`config.mk`:
```
export PLATFORM = sky130hd
export DESIGN_NAME = sw_debounce
export DESIGN_NICKNAME = d
export VERILOG_FILES = /design/src/rtl/sw_debounce_pkg.sv /design/src/rtl/sw_debounce_ch.sv /design/src/rtl/sw_debounce.sv
export SDC_FILE = /design/constraint.sdc
export NUM_CORES = 1
export LEC_CHECK = 0
export BUFFER_PORTS_ARGS = -buffer_cell sky130_fd_sc_hd__buf_2
export CAP_MARGIN = 20
export CORE_AREA = 2 2 197 199
export CTS_BUF_LIST = sky130_fd_sc_hd__clkbuf_4 sky130_fd_sc_hd__clkbuf_8 sky130_fd_sc_hd__clkbuf_16
export DETAILED_ROUTE_END_ITERATION = 6
export DIE_AREA = 0 0 199 201
export GPL_TIMING_DRIVEN = 0
export HOLD_SLACK_MARGIN = 0.15
export PLACE_DENSITY = 0.73
export SYNTH_ARGS = -nofsm -noshare
export SYNTH_HDL_FRONTEND = slang
export SYNTH_SLANG_ARGS = --single-unit
```
`constraint.sdc`:
```
create_clock -name clk -period 2.8 [get_ports clk]
set_input_delay 0.14 -clock clk [delete_from_list [all_inputs] [get_ports clk]]
set_output_delay 0.14 -clock clk [all_outputs]
set_load 0.05 [all_outputs]
```
`src/rtl/sw_debounce_pkg.sv`:
```
// Shared types and sizing helper for the slide-switch debouncer.
package sw_debounce_pkg;

   typedef enum logic {DB_IDLE, DB_PENDING} db_state_t;

   localparam int DEFAULT_STABLE_CYCLES = 1_000_000;

   function automatic int cnt_width(input int stable_cycles);
      if (stable_cycles < 1)
         return 1;
      return $clog2(stable_cycles + 1);
   endfunction

endpackage

```
`src/rtl/sw_debounce_ch.sv`:
```
// One switch channel: 2-FF synchronizer, stability FSM/counter, optional edge pulses.
// Edge pulse registers exist only when SW_DEBOUNCE_EDGE_EN is defined.
module sw_debounce_ch
   import sw_debounce_pkg::*;
#(
   parameter int STABLE_CYCLES = DEFAULT_STABLE_CYCLES
)(
   input  logic clk,
   input  logic rst_n,
   input  logic raw,
   output logic db,
   output logic rise,
   output logic fall
);

   localparam int CW = cnt_width(STABLE_CYCLES);
   localparam logic [CW-1:0] CNT_LAST = CW'(STABLE_CYCLES - 1);

   logic      s1;
   logic      s2;
   db_state_t state;
   logic [CW-1:0] cnt;
   logic      upd;

   always_ff @(posedge clk or negedge rst_n) begin
      if (!rst_n) begin
         s1 <= 1'b0;
         s2 <= 1'b0;
      end else begin
         s1 <= raw;
         s2 <= s1;
      end
   end

   // A single-cycle requirement commits straight from IDLE, so PENDING is never held.
   assign upd = (s2 != db) &&
                (((state == DB_IDLE) && (CNT_LAST == '0)) ||
                 ((state == DB_PENDING) && (cnt == CNT_LAST)));

   always_ff @(posedge clk or negedge rst_n) begin
      if (!rst_n) begin
         state <= DB_IDLE;
         cnt   <= '0;
         db    <= 1'b0;
      end else begin
         case (state)
            DB_IDLE: begin
               if (upd) begin
                  db  <= s2;
                  cnt <= '0;
               end else if (s2 != db) begin
                  state <= DB_PENDING;
                  cnt   <= CW'(1);
               end else begin
                  cnt <= '0;
               end
            end
            DB_PENDING: begin
               if (s2 == db) begin
                  state <= DB_IDLE;
                  cnt   <= '0;
               end else if (upd) begin
                  db    <= s2;
                  cnt   <= '0;
                  state <= DB_IDLE;
               end else begin
                  cnt <= cnt + 1'b1;
               end
            end
            default: begin
               state <= DB_IDLE;
               cnt   <= '0;
            end
         endcase
      end
   end

`ifdef SW_DEBOUNCE_EDGE_EN
   // Pulses line up with the cycle in which the new debounced level is first visible.
   always_ff @(posedge clk or negedge rst_n) begin
      if (!rst_n) begin
         rise <= 1'b0;
         fall <= 1'b0;
      end else begin
         rise <= upd & s2;
         fall <= upd & ~s2;
      end
   end
`else
   assign rise = 1'b0;
   assign fall = 1'b0;
`endif

endmodule

```
`src/rtl/sw_debounce.sv`:
```
// Debounces N_SW slide switches in parallel; edge pulses built only with SW_DEBOUNCE_EDGE_EN.
module sw_debounce
   import sw_debounce_pkg::*;
#(
   parameter int N_SW          = 16,
   parameter int STABLE_CYCLES = DEFAULT_STABLE_CYCLES
)(
   input  logic            clk,
   input  logic            rst_n,
   input  logic [N_SW-1:0] sw_raw,
   output logic [N_SW-1:0] sw_db,
   output logic [N_SW-1:0] sw_rise,
   output logic [N_SW-1:0] sw_fall
);

   for (genvar i = 0; i < N_SW; i++) begin : g_ch
      sw_debounce_ch #(
         .STABLE_CYCLES(STABLE_CYCLES)
      ) u_ch (
         .clk  (clk),
         .rst_n(rst_n),
         .raw  (sw_raw[i]),
         .db   (sw_db[i]),
         .rise (sw_rise[i]),
         .fall (sw_fall[i])
      );
   end

endmodule
```
# Word level (Yosys, flattened, before mapping)
# Index checks and enable logic that the tools add are counted.
# Widths: inputs -> output; s select.
# classes
n_addsub	16
eq_ne	64
mux	208
n_bitwise	16
n_reduce_logical	32
# op_table
op	count
$mux 20	48
$pmux 20 s2	16
$add 20x1->20 const B	16
$eq 20x20->1 const B	16
$mux 1	112
$pmux 1 s2	32
$logic_and 1x1->1	32
$ne 2x2->1 const B	16
$eq 1x1->1	16
$ne 1x1->1	16
$not 1->1	16
# word_totals
regBits	384
input_bits	18
output_inout_bits	48
wordCells	416

# Longest topological paths before layout
# logic_depth
ltp_word	6
depth_mapped	7
ltp_nobuf	5

# Modules after synthesis
# A second synthesis with hierarchy kept.
# unflattened
hier_cells	1828
hier_area_um2	18719.2
# modules_own_cells
mod	instances	cells_per_inst	area_each_um2	seq_area_each_um2
sw_debounce_ch at g_ch[0].u_ch ...	15	114	1169.9	600.6
sw_debounce_ch at g_ch[9].u_ch	1	118	1171.1	600.6

# Worst setup path before layout
# OpenSTA, ideal clock, no wires.
# synth_path
kind	register to register
startpoint	register g_ch[5].u_ch.cnt[12]
endpoint	register g_ch[5].u_ch.db
setup_ns	0.125
arrival_ns	1.982
required_ns	2.675
path_slack_ns	0.693
path_stages_with_launch	5
path_buffers	0
period_less_slack_ns	2.107
path_cell_list	dfrtp_1 or4_1 or4_4 nor2_1 mux2_2
# synth_between
elab_chain_len	6
# synth_lines
item	line_no	text
start, declared	sw_debounce_ch.sv:22	logic [CW-1:0] cnt;
start signal, assigned	sw_debounce_ch.sv:67	cnt <= cnt + 1'b1;
$eq 20x20->1 *	sw_debounce_ch.sv:38	((state == DB_PENDING) && (cnt == CNT_LAST)));
$logic_and 1x1->1 *	sw_debounce_ch.sv:38	
$logic_and 1x1->1 *	sw_debounce_ch.sv:36	assign upd = (s2 != db) &&
$mux 1 *	-	
$mux 1	-	
$pmux 1 s2 *	-	
end signal, assigned	sw_debounce_ch.sv:44	db <= 1'b0;
end signal, assigned	sw_debounce_ch.sv:49	db <= s2;
end signal, assigned	sw_debounce_ch.sv:63	db <= s2;
end, declared	sw_debounce_ch.sv:11	output logic db,
# Every way passes the cells marked *; elsewhere a longest branch is shown, timed or not. The select of a mux whose other input is x is not followed.
# A chain may end at the register's enable or synchronous reset.

# Final worst setup path
# layout_path
startpoint	register g_ch[1].u_ch.cnt[8]
endpoint	register g_ch[1].u_ch.cnt[10]
# layout_between
elab_chain_len	6
word_cells_on_any_way	7
cone_classes	add/sub (1); eq/ne (1); mux (3); reduce/logical (2)
# layout_lines
item	line_no	text
start, declared	sw_debounce_ch.sv:22	
start signal, assigned	sw_debounce_ch.sv:67	
branches (longest 3 deep; another with $add 20x1->20)	-	
$mux 20 *	sw_debounce_ch.sv:62	end else if (upd) begin
$mux 20 *	sw_debounce_ch.sv:59	if (s2 == db) begin
$pmux 20 s2 *	sw_debounce_ch.sv:46	case (state)
# Every way passes the cells marked *.

==> results.py <==
metrics = {
    "timing": {
        "setup_ws_ns": 0.405,
        "finalSetupViolCount": 0,
        "rsz0062_at_grt": "no",
        "fmax_ghz": 0.418,
        "finalHoldViolCount": 0,
        "post-route-min-period_ns": 2.40,
        "slew_headroom": 0.485,
        "worst-slew-pin-transition_ns": 0.769,
        "period_share": 0.855,
        "clock_skew_ns": 0.0174,
        "tns_ns": 0,
        "drv_slew": 0,
    },
    "run": {
        "maxCapViolCount": 0,
    },
    "cts": {
        "clkTransAtPathRegs_ns": 0.06,
        "root_buffer": "clkbuf_16",
        "clock-sinks": 384,
        "clock_path_buffers": 3,
        "cts_tree": "done",
        "cts_buffers": 43,
        "h-tree-depth": 2,
        "clock_latency_ns": 0.56,
    },
    "synthesis": {
        "yosysTopAreaCell": "dfrtp_1",
        "ys_top_cells_by_area": "dfrtp_1, xnor2_1, xor2_1, nor2_1, nand4_1",
        "synth.distinct_cells": 43,
        "syn_area_um2": 18700,
        "yosysWarnings": 0,
        "yosysTopAreaCellShare": 0.513,
        "synth-edff-count": 0,
        "synth.yosys.seq_area_share": 0.513,
        "syn_inst": 1866,
        "synth_ff_type": "dfrtp_1",
        "synth.avg_cell_area_um2": 10.0,
        "synth-seq-cells": 384,
        "synth-async-reset-ratio": 1.00,
    },
    "final_layout": {
        "layout-drive-gt1-share": 0.112,
        "final_util": 0.562,
        "insertedDiodeCount": 0,
        "fin_cells": 2545,
        "layout_commonest_cell": "dfrtp_1",
        "final_cell_mix": "dfrtp_1, nor2_1, xor2_1, xnor2_1",
        "syn_to_final_growth_pct": 14.4,
        "nets": 2032,
        "fin_area_um2": 21400,
    },
    "critical_path": {
        "slowest_delay_ns": 0.66,
        "crit_path_top_delay_cell": "o211ai_1",
        "crit_arrival_ns": 2.81,
        "ff2ff_setup_slack_ns": 0.40,
        "cp.required_ns": 3.22,
        "r2r-start": "g_ch[1].u_ch.cnt[8]",
        "critPathMaxFanout": 10,
        "critPathKind": "register to register",
        "end_kind": "register",
        "crit_chain": "nor4_1, nand4_1, o211ai_1, clkbuf_1, nor2_1",
        "startpoint": "g_ch[1].u_ch.cnt[8]",
        "start_kind": "register",
    },
    "power_and_ir_drop": {
        "ir_worst_vdd_mv": 0.606,
        "p_leak_nw": 8.80,
        "p_sw_w": 0.00263,
        "switching_share": 0.220,
        "pwr-share-seq": 0.476,
        "power_density_nw_per_um2": 557,
        "internal_power_w": 0.00930,
        "pwr-share-comb": 0.039,
        "p_clk_frac": 0.485,
    },
    "placement": {
        "port_buffers": 33,
        "placed_cells": 2451,
        "dpl_worst_slack_ns": 0.131,
        "gp_congestion": 0.830,
        "hpwl_um": 23200,
        "placed_area_um2": 19700,
    },
    "status": {
        "status": "completed",
    },
    "drt": {
        "first_iter_violations": 813,
        "num_vias": 13937,
        "detail-route-antenna-nets": 0,
        "drcViolationCount": 0,
        "post_drt_wl_per_cell_um": 13.7,
        "drt_wl_total_um": 34900,
        "firstDrtPassIters": 5,
        "viasPerCell": 5.48,
    },
    "global_routing": {
        "grt_pass1_wl_um": 62000,
        "grt_pass1_vias": 13712,
        "grt_start_max_net_pins": 124,
        "grt-ovfl-total": 0,
        "grt.total_usage": 0.182,
        "antenna_found_initial": 0,
    },
    "floorplan": {
        "io_pins": 66,
        "rows": 72,
        "core_area_um2": 38100,
        "die_h_um": 201,
        "start_util": 0.491,
        "dieWidth_um": 199,
        "die_area_um2": 40000,
    },
    "hold_path": {
        "hold_class": "input port to asynchronous set/reset pin",
    },
}
-- stage by stage --
step | power [W] | hold WS (ns)
after global placement | 0.00620 | 0.247
final | 0.0119 | 0.172
after floorplan | 0.00603 | -0.156
after CTS | 0.0121 | 0.151
after global routing | 0.0124 | 0.181
after detailed placement | 0.00623 | 0.0734
-- worst max-delay path, delay by kind of cell (launching register included) --
| family | cells | cell delay [ns] |
|---|---|---|
| simple gates | 3 | 0.67 |
| compound gates | 1 | 0.66 |
| buf+inv | 1 | 0.48 |
| flops | 1 | 0.45 |
-- layout make-up --
| cell class | instances | area (um^2) |
|---|---|---|
| inverter | 70 | 263 |
| clock inverter | 12 | 181 |
| timing repair buffer | 56 | 470 |
| tap | 518 | 648 |
| sequential | 384 | 9610 |
| clock buffer | 62 | 1280 |
| fill | 3265 | 16700 |
| buffer | 90 | 576 |
| multi-input combinational | 1353 | 8390 |
-- sequential cells by signal (all words and copies together), names as in the netlist --
register         flops
g_ch.u_ch.s2        16
g_ch.u_ch.s1        16
g_ch.u_ch.state     16
g_ch.u_ch.db        16
g_ch.u_ch.cnt      320
-- cell usage after synthesis, types with 9 or more instances --
master and n:
nor4_1 42, inv_1 70, nand4b_1 9, o31ai_1 32, ha_1 16, or2_2 14, mux2_2 16, nand3_1 104
or3_1 55, nand2_1 104, buf_4 51, xnor2_1 109, and3_1 39, nor3_1 34, dfrtp_1 384, or4_1 59
nand4_1 86, nor2_1 235, a21oi_1 101, o21ai_0 61, xor2_1 109, and4_1 25, clkbuf_1 32
-- routing by layer --
layer  up-vias  part of all wire  track usage
met5         -                 0            0
met4         0             0.014       0.0456
met3        43             0.038       0.0341
met2       212              0.48        0.303
met1      6835              0.47        0.244
li1       6847                 -            -
-- power groups by stage --
stage | clock network [W] | registers (W) | logic (W)
3_3_place_gp | 0 | 0.00577 | 0.000428
3_5_place_dp | 0 | 0.00577 | 0.000452
4_1_cts | 0.00596 | 0.00567 | 0.000478
2_1_floorplan | 0 | 0.00576 | 0.000270
6_report | 0.00578 | 0.00567 | 0.000466
5_1_grt | 0.00618 | 0.00568 | 0.000528
-- cells by family (layout without fill, tap and decap cells) --
kind of cell	count (synthesis)	count (layout)	share of synthesized area
simple gates	852	852	0.246
flops	384	384	0.513
compound gates	219	219	0.0731
xor+xnor	218	218	0.102
buf+inv	160	290	0.0448
fa+ha+maj	16	16	0.0107
mux	16	16	0.00963
other cells	1	32	0.000200
-- path summary, 6_finish.rpt --
path | cells after the start | to
worst max-delay path | 5 | g_ch[1].u_ch.cnt[10]
worst max register to register | 5 | g_ch[1].u_ch.cnt[10]
worst min register to register | 0 | g_ch[14].u_ch.s2
min in group clk | 2 | g_ch[0].u_ch.s1
worst min-delay path | 3 | g_ch[9].u_ch.db
max in group asynchronous | 4 | g_ch[5].u_ch.cnt[5]
-- what timing repair did --
item,4_1_cts,5_1_grt
hold buffers,18,0
endpoints found under the setup margin,0,10
resized for setup,0,0
buffers inserted,0,2
hold endpoints to repair,155,0
No activity file was read; power rests on OpenSTA's default activity.
